===== config.mk =====
export PLATFORM = sky130hd
export DESIGN_NAME = dram_multibank_cmd_fsm
export DESIGN_NICKNAME = d
export VERILOG_FILES = /design/src/rtl/dram_multibank_cmd_fsm.sv
export SDC_FILE = /design/constraint.sdc
export NUM_CORES = 1
export LEC_CHECK = 0
export CORE_MARGIN = 3
export CORE_UTILIZATION = 59
export DETAILED_ROUTE_END_ITERATION = 6
export PLACE_DENSITY = 0.79
export SYNTH_ARGS = -nofsm -noshare
export SYNTH_HDL_FRONTEND = slang
export SYNTH_HIERARCHICAL = 1
export SYNTH_SLANG_ARGS = --single-unit

===== constraint.sdc =====
create_clock -name CLK -period 10 [get_ports CLK]
set_input_delay 2 -clock CLK [delete_from_list [all_inputs] [get_ports CLK]]
set_output_delay 2 -clock CLK [all_outputs]
set_load 0.005 [all_outputs]

===== src/rtl/dram_multibank_cmd_fsm.sv =====
// Multi-bank DRAM command sequencer: per-bank open-row and tRCD/tRP/tRAS tracking,
// one registered command per cycle, open/closed page policy and refresh sequencing.

module dram_bank_state #(
  parameter int ROW_W = 14,
  parameter int TRCD  = 3,
  parameter int TRP   = 3,
  parameter int TRAS  = 8
) (
  input  logic             CLK,
  input  logic             nRST,
  input  logic             act_i,
  input  logic             pre_i,
  input  logic [ROW_W-1:0] row_i,
  output logic             open_o,
  output logic [ROW_W-1:0] row_o,
  output logic             rcd_ok_o,
  output logic             rp_ok_o,
  output logic             ras_ok_o
);
  localparam int TMAX = (TRAS > TRP) ? ((TRAS > TRCD) ? TRAS : TRCD)
                                     : ((TRP > TRCD) ? TRP : TRCD);
  localparam int CW = $clog2(TMAX) + 1;

  logic [CW-1:0]    act_cnt_q, pre_cnt_q;
  logic             open_q;
  logic [ROW_W-1:0] row_q;

  // Counters read "cycles since the command was on the bus"; an ok flag means a
  // command decided now (and so issued next cycle) meets the constraint.
  always_ff @(posedge CLK or negedge nRST) begin
    if (!nRST) begin
      open_q    <= 1'b0;
      row_q     <= '0;
      act_cnt_q <= '1;
      pre_cnt_q <= '1;
    end else begin
      if (act_i) begin
        open_q <= 1'b1;
        row_q  <= row_i;
      end else if (pre_i) begin
        open_q <= 1'b0;
      end
      act_cnt_q <= act_i ? '0 : (&act_cnt_q ? act_cnt_q : act_cnt_q + 1'b1);
      pre_cnt_q <= pre_i ? '0 : (&pre_cnt_q ? pre_cnt_q : pre_cnt_q + 1'b1);
    end
  end

  assign open_o   = open_q;
  assign row_o    = row_q;
  assign rcd_ok_o = act_cnt_q >= CW'(TRCD - 1);
  assign ras_ok_o = act_cnt_q >= CW'(TRAS - 1);
  assign rp_ok_o  = pre_cnt_q >= CW'(TRP - 1);
endmodule

module dram_multibank_cmd_fsm #(
  parameter int NBANKS    = 4,
  parameter int ROW_W     = 14,
  parameter int TRCD      = 3,
  parameter int TRP       = 3,
  parameter int TRAS      = 8,
  parameter int TRFC      = 16,
  parameter int OPEN_PAGE = 1,
  localparam int BANK_W   = $clog2(NBANKS)
) (
  input  logic              CLK,
  input  logic              nRST,
  input  logic              req_valid,
  output logic              req_ready,
  input  logic              req_write,
  input  logic [BANK_W-1:0] req_bank,
  input  logic [ROW_W-1:0]  req_row,
  input  logic              ref_req,
  output logic              ref_ack,
  output logic              cmd_valid,
  output logic [2:0]        cmd_op,
  output logic [BANK_W-1:0] cmd_bank,
  output logic [ROW_W-1:0]  cmd_row,
  output logic              rw_done,
  output logic [NBANKS-1:0] bank_open
);
  localparam int RFW = $clog2(TRFC + 1);

  typedef enum logic [2:0] {
    S_IDLE, S_SERVE, S_REF_CLOSE, S_REF_WAIT_RP, S_REF_ISSUE, S_REF_WAIT_RFC
  } state_e;
  typedef enum logic [1:0] {PH_ACC, PH_APRE, PH_DONE} phase_e;
  typedef enum logic [2:0] {
    OP_NOP = 3'd0, OP_ACT = 3'd1, OP_RD = 3'd2, OP_WR = 3'd3, OP_PRE = 3'd4, OP_REF = 3'd5
  } op_e;

  state_e state_q, state_d;
  phase_e phase_q, phase_d;
  logic              wr_q, wr_d;
  logic [BANK_W-1:0] bank_q, bank_d;
  logic [ROW_W-1:0]  row_q, row_d;
  logic [RFW-1:0]    rfc_q, rfc_d;
  op_e               op_q, op_d;
  logic [BANK_W-1:0] ob_q, ob_d;
  logic [ROW_W-1:0]  orow_q, orow_d;
  logic              ack_q, ack_d;

  logic [NBANKS-1:0]            act_vec, pre_vec, open_vec, rcd_ok, rp_ok, ras_ok;
  logic [NBANKS-1:0][ROW_W-1:0] open_row;
  logic              serve_acc, any_open;
  logic [BANK_W-1:0] close_sel, eff_bank;
  logic [ROW_W-1:0]  eff_row;
  logic              eff_write;

  for (genvar b = 0; b < NBANKS; b++) begin : g_bank
    dram_bank_state #(.ROW_W(ROW_W), .TRCD(TRCD), .TRP(TRP), .TRAS(TRAS)) u_bank (
      .CLK(CLK), .nRST(nRST), .act_i(act_vec[b]), .pre_i(pre_vec[b]), .row_i(eff_row),
      .open_o(open_vec[b]), .row_o(open_row[b]), .rcd_ok_o(rcd_ok[b]),
      .rp_ok_o(rp_ok[b]), .ras_ok_o(ras_ok[b])
    );
  end

  assign req_ready = (state_q == S_IDLE) && !ref_req;
  // In IDLE the handshake cycle itself decides the first command from live inputs.
  assign eff_bank  = (state_q == S_IDLE) ? req_bank  : bank_q;
  assign eff_row   = (state_q == S_IDLE) ? req_row   : row_q;
  assign eff_write = (state_q == S_IDLE) ? req_write : wr_q;

  always_comb begin
    any_open  = 1'b0;
    close_sel = '0;
    for (int i = NBANKS - 1; i >= 0; i--) begin
      if (open_vec[i]) begin
        any_open  = 1'b1;
        close_sel = BANK_W'(i);
      end
    end
  end

  always_comb begin
    state_d   = state_q;
    phase_d   = phase_q;
    wr_d      = wr_q;
    bank_d    = bank_q;
    row_d     = row_q;
    rfc_d     = '0;
    op_d      = OP_NOP;
    ob_d      = '0;
    orow_d    = '0;
    ack_d     = 1'b0;
    serve_acc = 1'b0;
    act_vec   = '0;
    pre_vec   = '0;
    case (state_q)
      S_IDLE: begin
        if (ref_req) begin
          state_d = S_REF_CLOSE;
        end else if (req_valid) begin
          state_d   = S_SERVE;
          phase_d   = PH_ACC;
          wr_d      = req_write;
          bank_d    = req_bank;
          row_d     = req_row;
          serve_acc = 1'b1;
        end
      end
      S_SERVE: begin
        case (phase_q)
          PH_ACC:  serve_acc = 1'b1;
          PH_APRE: if (ras_ok[bank_q]) begin
            op_d    = OP_PRE;
            ob_d    = bank_q;
            phase_d = PH_DONE;
          end
          default: state_d = S_IDLE;
        endcase
      end
      S_REF_CLOSE: begin
        if (!any_open) state_d = S_REF_WAIT_RP;
        else if (ras_ok[close_sel]) begin
          op_d = OP_PRE;
          ob_d = close_sel;
        end
      end
      S_REF_WAIT_RP: if (&rp_ok) begin
        op_d    = OP_REF;
        state_d = S_REF_ISSUE;
      end
      S_REF_ISSUE: begin
        rfc_d   = rfc_q + 1'b1;
        state_d = S_REF_WAIT_RFC;
      end
      S_REF_WAIT_RFC: begin
        rfc_d = rfc_q + 1'b1;
        if (rfc_q == RFW'(TRFC - 1)) ack_d = 1'b1;
        if (rfc_q == RFW'(TRFC)) begin
          rfc_d   = '0;
          state_d = S_IDLE;
        end
      end
      default: state_d = S_IDLE;
    endcase

    if (serve_acc) begin
      if (!open_vec[eff_bank]) begin
        if (rp_ok[eff_bank]) begin
          op_d   = OP_ACT;
          ob_d   = eff_bank;
          orow_d = eff_row;
        end
      end else if (open_row[eff_bank] == eff_row) begin
        if (rcd_ok[eff_bank]) begin
          op_d    = eff_write ? OP_WR : OP_RD;
          ob_d    = eff_bank;
          phase_d = (OPEN_PAGE != 0) ? PH_DONE : PH_APRE;
        end
      end else if (ras_ok[eff_bank]) begin
        op_d = OP_PRE;
        ob_d = eff_bank;
      end
    end

    if (op_d == OP_ACT) act_vec[ob_d] = 1'b1;
    if (op_d == OP_PRE) pre_vec[ob_d] = 1'b1;
  end

  always_ff @(posedge CLK or negedge nRST) begin
    if (!nRST) begin
      state_q <= S_IDLE;
      phase_q <= PH_ACC;
      wr_q    <= 1'b0;
      bank_q  <= '0;
      row_q   <= '0;
      rfc_q   <= '0;
      op_q    <= OP_NOP;
      ob_q    <= '0;
      orow_q  <= '0;
      ack_q   <= 1'b0;
    end else begin
      state_q <= state_d;
      phase_q <= phase_d;
      wr_q    <= wr_d;
      bank_q  <= bank_d;
      row_q   <= row_d;
      rfc_q   <= rfc_d;
      op_q    <= op_d;
      ob_q    <= ob_d;
      orow_q  <= orow_d;
      ack_q   <= ack_d;
    end
  end

  assign cmd_valid = (op_q != OP_NOP);
  assign cmd_op    = op_q;
  assign cmd_bank  = ob_q;
  assign cmd_row   = orow_q;
  assign rw_done   = (op_q == OP_RD) || (op_q == OP_WR);
  assign ref_ack   = ack_q;
  assign bank_open = open_vec;
endmodule


**After elaboration in Yosys (flattened, before gate mapping)**

Cells that the tools add are included.

- Register bits after elaboration: 139
- Bits of input ports: 21
- Output and inout port bits: 27
- Word-level logic and storage cells: 206

- $add $sub $neg: 9
- Magnitude comparators: 17
- Eq/ne operators: 26
- Multiplexer cells: 104
- Bitwise operators: 1
- Reduce and logical (&&, ||, !) cells: 23

Operator list:

| cell | count |
|---|---|
| $mux W4 | 18 |
| $mux W14 | 5 |
| $mux W3 | 17 |
| $mux W2 | 23 |
| $reduce_and A4 Y1 | 9 |
| $add A4 B1 Y4 const B | 8 |
| $ge A4 B2 Y1 const B | 8 |
| $bmux W14 S2 | 1 |
| $mux W1 | 26 |
| $ne A2 B2 Y1 const B | 12 |
| $pmux W3 S6 | 1 |
| $ge A4 B3 Y1 const B | 4 |
| $eq A14 B14 Y1 | 1 |
| $bmux W1 S2 | 6 |
| $eq A3 B2 Y1 const B | 4 |
| $lt A2 B3 Y1 const B | 4 |
| $pmux W5 S2 | 1 |
| $eq A3 B3 Y1 const B | 3 |
| $pmux W3 S3 | 1 |
| $pmux W2 S2 | 2 |
| $reduce_bool A2 Y1 | 4 |
| $eq A3 B1 Y1 const B | 2 |
| $add A5 B1 Y5 const B | 1 |
| $eq A5 B4 Y1 const B | 1 |
| other kinds (17) | 18 |

**Longest topological paths before layout**

- Depth in word-level cells: 20
- Depth in mapped cells: 18
- Depth with buffers taken out: 13

**Modules after synthesis**

The synthesis kept the hierarchy.

By module, submodules not included:

| module | times used | cells each | area an instance (sq um) | sequential area each (sq um) |
|---|---|---|---|---|
| dram_bank_state | 4 | 79 | 1051.0 | 585.6 |
| dram_multibank_cmd_fsm | 1 | 363 | 3414.5 | 1176.1 |

**Worst setup path before layout**

OpenSTA, ideal clock, no wires.

- Path kind: input port to flip-flop
- Start point: input port req_bank[0]
- End point: register g_bank[1].u_bank.row_q[3]
- Setup time: 0.125 ns
- Data arrival time: 5.115 ns
- Data required time: 9.875 ns
- Path slack: 4.760 ns
- Stages on the path: 16
- Path buffers: 6
- Cell sequence: buf_2 > or4b_1 > clkbuf_1 > nand2_1 > a211oi_1 > a31oi_1 > xnor2_1 > nand4_1 > or2_1 > buf_2 > a211o_1 > buf_6 > nor3b_2 > buf_4 > buf_6 > mux2_2

- Word-level cells in the longest chain between the ends: 12
- Elaborated cells on any way between the ends: 31
- Classes of those cells: 2 x order compare; 2 x eq/ne; 26 x mux; 1 x reduce/logical

Ends and longest elaborated chain:

| item | RTL line | text |
|---|---|---|
| start, declared | 71 | `input logic [BANK_W-1:0] req_bank,` |
| $mux W2 (*) | 120 | `assign eff_bank = (state_q == S_IDLE) ? req_bank : bank_q;` |
| $bmux W14 S2 (tied with other cells) | 206 | `end else if (open_row[eff_bank] == eff_row) begin` |
| $mux W14 (implied by the code) (tied with other cells) | 206 |  |
| $eq A14 B14 Y1 (tied with other cells) | 206 |  |
| $mux W2 | 206 |  |
| $mux W2 (*) | 200 | `if (!open_vec[eff_bank]) begin` |
| $mux W2 (*) | 199 | `if (serve_acc) begin` |
| via ob_d[1] | 99 | `logic [BANK_W-1:0] ob_q, ob_d;` |
| $lt A2 B3 Y1 (implied by the code) or $ge A2 B1 Y1 (tied branches) | 218 | `if (op_d == OP_ACT) act_vec[ob_d] = 1'b1;` |
| $logic_and A1 B1 Y1 (implied by the code) | 218 |  |
| $mux W1 (implied by the code) | 218 |  |
| $demux W1 S2 (*) | 218 |  |
| $mux W4 (*) | 218 |  |
| via act_vec[1] | 103 | `logic [NBANKS-1:0] act_vec, pre_vec, open_vec, rcd_ok, rp_ok, ras_ok;` |
| end signal, assigned | 40 | `row_q <= row_i;` |
| end, declared | 27 | `logic [ROW_W-1:0] row_q;` |

The timed path passes the listed nets; every way through them passes the cells marked *. The select of a mux whose other input is x is not followed.
A chain may end at the register's enable or synchronous reset.

**Final worst setup path**

- Start point: input port req_bank[0]
- End point: register g_bank[0].u_bank.row_q[12]

- Word-level cells in the longest chain between the ends: 12
- Elaborated cells on any way between the ends: 31
- Classes of those cells: 2 x order compare; 2 x eq/ne; 26 x mux; 1 x reduce/logical

Ends and longest elaborated chain:

| item | RTL line |
|---|---|
| $mux W2 (*) | 120 |
| $bmux W14 S2 (tied with other cells) | 206 |
| $mux W14 (implied by the code) (tied with other cells) | 206 |
| $eq A14 B14 Y1 (tied with other cells) | 206 |
| $mux W2 | 206 |
| $mux W2 | 200 |
| $mux W2 | 199 |
| $lt A2 B3 Y1 (implied by the code) or $ge A2 B1 Y1 (tied branches) | 218 |
| $logic_and A1 B1 Y1 (implied by the code) | 218 |
| $mux W1 (implied by the code) | 218 |
| $demux W1 S2 | 218 |
| $mux W4 (*) | 218 |
| via act_vec[0] | 103 |
| end signal, assigned | 40 |
| end, declared | 27 |

Marks and branches as above.

==> results by group <==
Run status
  • Status: finished, final reports clean

Synthesis
  • Ys async rst share: 100%
  • Sequential share of the synthesized area: 46.2%
  • Synth cell count leaders: 107 x dfrtp_1, 79 x mux2_2, 40 x nor2_1
  • Mapped Nets: between 700 and 800
  • Area leader, netlist: dfrtp_1
  • Most frequent cell after synthesis: dfrtp_1
  • Synth Area per Inst: 11.2 µm²
  • Cells after synthesis: between 600 and 700
  • Main flop type after synthesis: dfrtp_1
  • Top-area cell type share of the netlist area: 35.1%
  • Synth Register Bits: 139
  • Post-synth EDFFs: 0
  • Cell area after synthesis: 7620 µm²
  • Netlist cell types: 59
  • Syn. warnings: 6
  • Area contributors post-synth: dfrtp_1 35%, mux2_2 12%, dfstp_2 11%, mux2i_1 5.1%, ha_1 3.1%

Final layout
  • Post-layout util: 70.6%
  • P&R area growth vs syn: 14.1%
  • Proportion of layout cells with a drive suffix above 1: 26.3%
  • Final instance area: 8690 µm²
  • Net count reported at finish: roughly 750
  • Multi-input logic area: approximately 3700 µm²
  • Fillers: 893
  • ANT cells: 0
  • FF/Latch Area: 3520 µm²

Global route
  • First-pass GRT wire length: 28.0 mm
  • Overall Global Routing Usage: 24.8%
  • Initial antenna violation count: 0
  • Overflow after GRT: 0
  • Vias in the first global route: 5400
  • Largest net degree at the start of global routing: 80

Clock network
  • Post-CTS setup buffers: 0
  • TritonCTS clock tree: done
  • Clock Sinks: 139
  • Longest Clk Path Bufs: 2
  • Htree depth: 4
  • CTS Buf Count: 17
  • Worst skew pair latency: 430 ps
  • Clk slew on worst S/H paths: roughly 60 ps
  • Hold Buf Count CTS: 0
  • PostCTS Resize Cnt: 0
  • CTS root buf: clkbuf_16

Pwr
  • VDD IR max: 0.219 mV
  • Sw Share: about two fifths
  • Lkg Pwr: about 4 nW
  • Switching pwr: between 0.001 and 0.0015 W
  • PD cells: 391 nW/µm²
  • Combinational share of power: 47.5%
  • P_int: 0.00205 W
  • Clock Power Share: 19.1%
  • Sequential Power Share: 33.4%

Placement
  • IO Port Bufs: 47
  • GPL Wtd Cong: around 0.90
  • DP HPWL: between 10 and 15 mm
  • Cell area after placement: 8080 µm²

Timing
  • Setup Skew: 9.58 ps
  • Period utilization: 62.2%
  • Setup tns final: 0 ps
  • RSZ-0062 raised after global routing: false
  • Final hold slack: 503 ps
  • Final setup viols: 0
  • Hold Fails Final Rpt: 0
  • Slew Limit Fails: 0
  • Peak Freq: 161 MHz
  • Least-Margin Pin Slew: between 1000 and 1500 ps
  • Min Tclk post-route: 6220 ps
  • Worst slew margin: around 30%

Floorplan
  • Die area: 14300 µm²
  • Number of placed I/O pins: 48
  • Die X: roughly 120 µm
  • Core footprint: 12300 µm²
  • Site Rows: 40
  • Initial Utilization: 61.9%
  • Die Height: ~120 µm

Routing
  • Post-route DRC: 0
  • Via density: 6.11
  • DRT antenna net count: 0
  • First drt pass iteration count: 5
  • Detailed-route via count: 5453
  • Routed len/inst: approximately 19 µm
  • Post-Route WL: 16.9 mm
  • Detailed Route Iter0 Violations: 520

Setup path
  • Worst path cell trace: clkdlybuf4s50_1 -> or4b_1 -> nand2_1 -> a211oi_1 -> a31oi_1 -> xnor2_1 -> nand4_1 -> or2_1 -> a211o_1 -> nor3_2 -> buf_4 -> mux2_2
  • Worst path slowest cell: clkdlybuf4s50_1
  • CP peak stage delay: 700 ps
  • Worst Path Required: 10310 ps
  • CP Class: primary input to flop
  • CP Capture Type: flop
  • CP Max Fanout: 11
  • Worst path arrival time: 6530 ps
  • Worst Setup Start Kind: primary input

Run
  • Number of max-cap violations: 0

Worst hold path
  • Worst hold path type: flop to flop
## cell families after synthesis
kind of cell	synth area share [%]
xor gates and xnor gates	2.07
buffers and inverters	5.24
AOI/OAI and AO/OA	10.5
and+or+nand+nor	14.3
DFF	46.2
adders and majority gates	3.12
muxes	18.6
## metal layers
metal	GRT usage [%]	share of wire [%]
met5	0	0
met3	6.41	6.0
met1	33.7	45
met4	8.73	1.9
met2	38.9	47
## critical path: cells and delay by family
family | cells | cell delay (ps)
buf+inv | 2 | 1030
mux | 1 | 360
simple gates | 5 | 2180
xor+xnor | 1 | 160
compound gates | 3 | 780
## sequential cells by signal, summed over array words and instances, names as in the netlist
register,flops
g_bank.u_bank/row_o,56
g_bank.u_bank/act_cnt_q,16
g_bank.u_bank/pre_cnt_q,16
cmd_row,14
row_q,14
rfc_q,5
g_bank.u_bank/open_o,4
cmd_op,3
state_q,3
bank_q,2
cmd_bank,2
phase_q,2
ref_ack,1
wr_q,1
## through the flow
step | total power, W | worst slack, ps | std cells
after global routing | 0.00363 | 3610 | 893
after detailed placement | 0.00273 | 3400 | 861
final | 0.00340 | 3780 | 893
after global placement | 0.00263 | 3550 | 861
after floorplan | 0.00234 | 4760 | 679
after CTS | 0.00339 | 3850 | 893
## power by group through the flow
stage | Clock, W | Combinational (W) | Sequential, W
after floorplan | 0 | 0.00134 | 0.00100
after global placement | 0 | 0.00153 | 0.00111
after detailed placement | 0 | 0.00160 | 0.00113
after CTS | 0.000659 | 0.00161 | 0.00113
after global routing | 0.000686 | 0.00177 | 0.00117
final | 0.000649 | 0.00161 | 0.00113
## cell type report
cell class	count	area share (%)
Clock buffer	21	5.41
Timing Repair Buffer	55	6.12
Inverter	28	1.21
Tap cell	168	2.42
Multi-Input combinational cell	471	42.7
Clock inverter	11	1.61
Sequential cell	139	40.5
## cells in the final DEF, fill, tap and decap left out, drive strengths merged, types with 11 or more instances in the layout
cell,count
a31o,17
dfstp,32
clkdlybuf4s50,46
clkbuf,21
nand4,19
o21ai,15
ha,19
a211oi,12
mux2,79
dfrtp,107
mux2i,40
a21oi,29
nand3,11
nor3,14
xnor2,13
and3,20
nor2,40
a31oi,13
nand2,32
inv,30
nor2b,16
## final timing paths
path	cells past startpoint	slack (ps)	endpoint	startpoint
worst max-delay path	12	3780	g_bank[0].u_bank/row_o[12]	req_bank[0]
worst min-delay path	1	500	g_bank[1].u_bank/row_o[1]	g_bank[1].u_bank/row_o[1]
worst max register to register	9	4630	g_bank[0].u_bank/row_o[12]	state_q[1]
worst min register to register	1	500	g_bank[1].u_bank/row_o[1]	g_bank[1].u_bank/row_o[1]
max in group asynchronous	2	7040	cmd_row[13]	nRST
min in group asynchronous	1	1550	g_bank[3].u_bank/open_o	nRST
No activity file was read; power rests on OpenSTA's default activity.
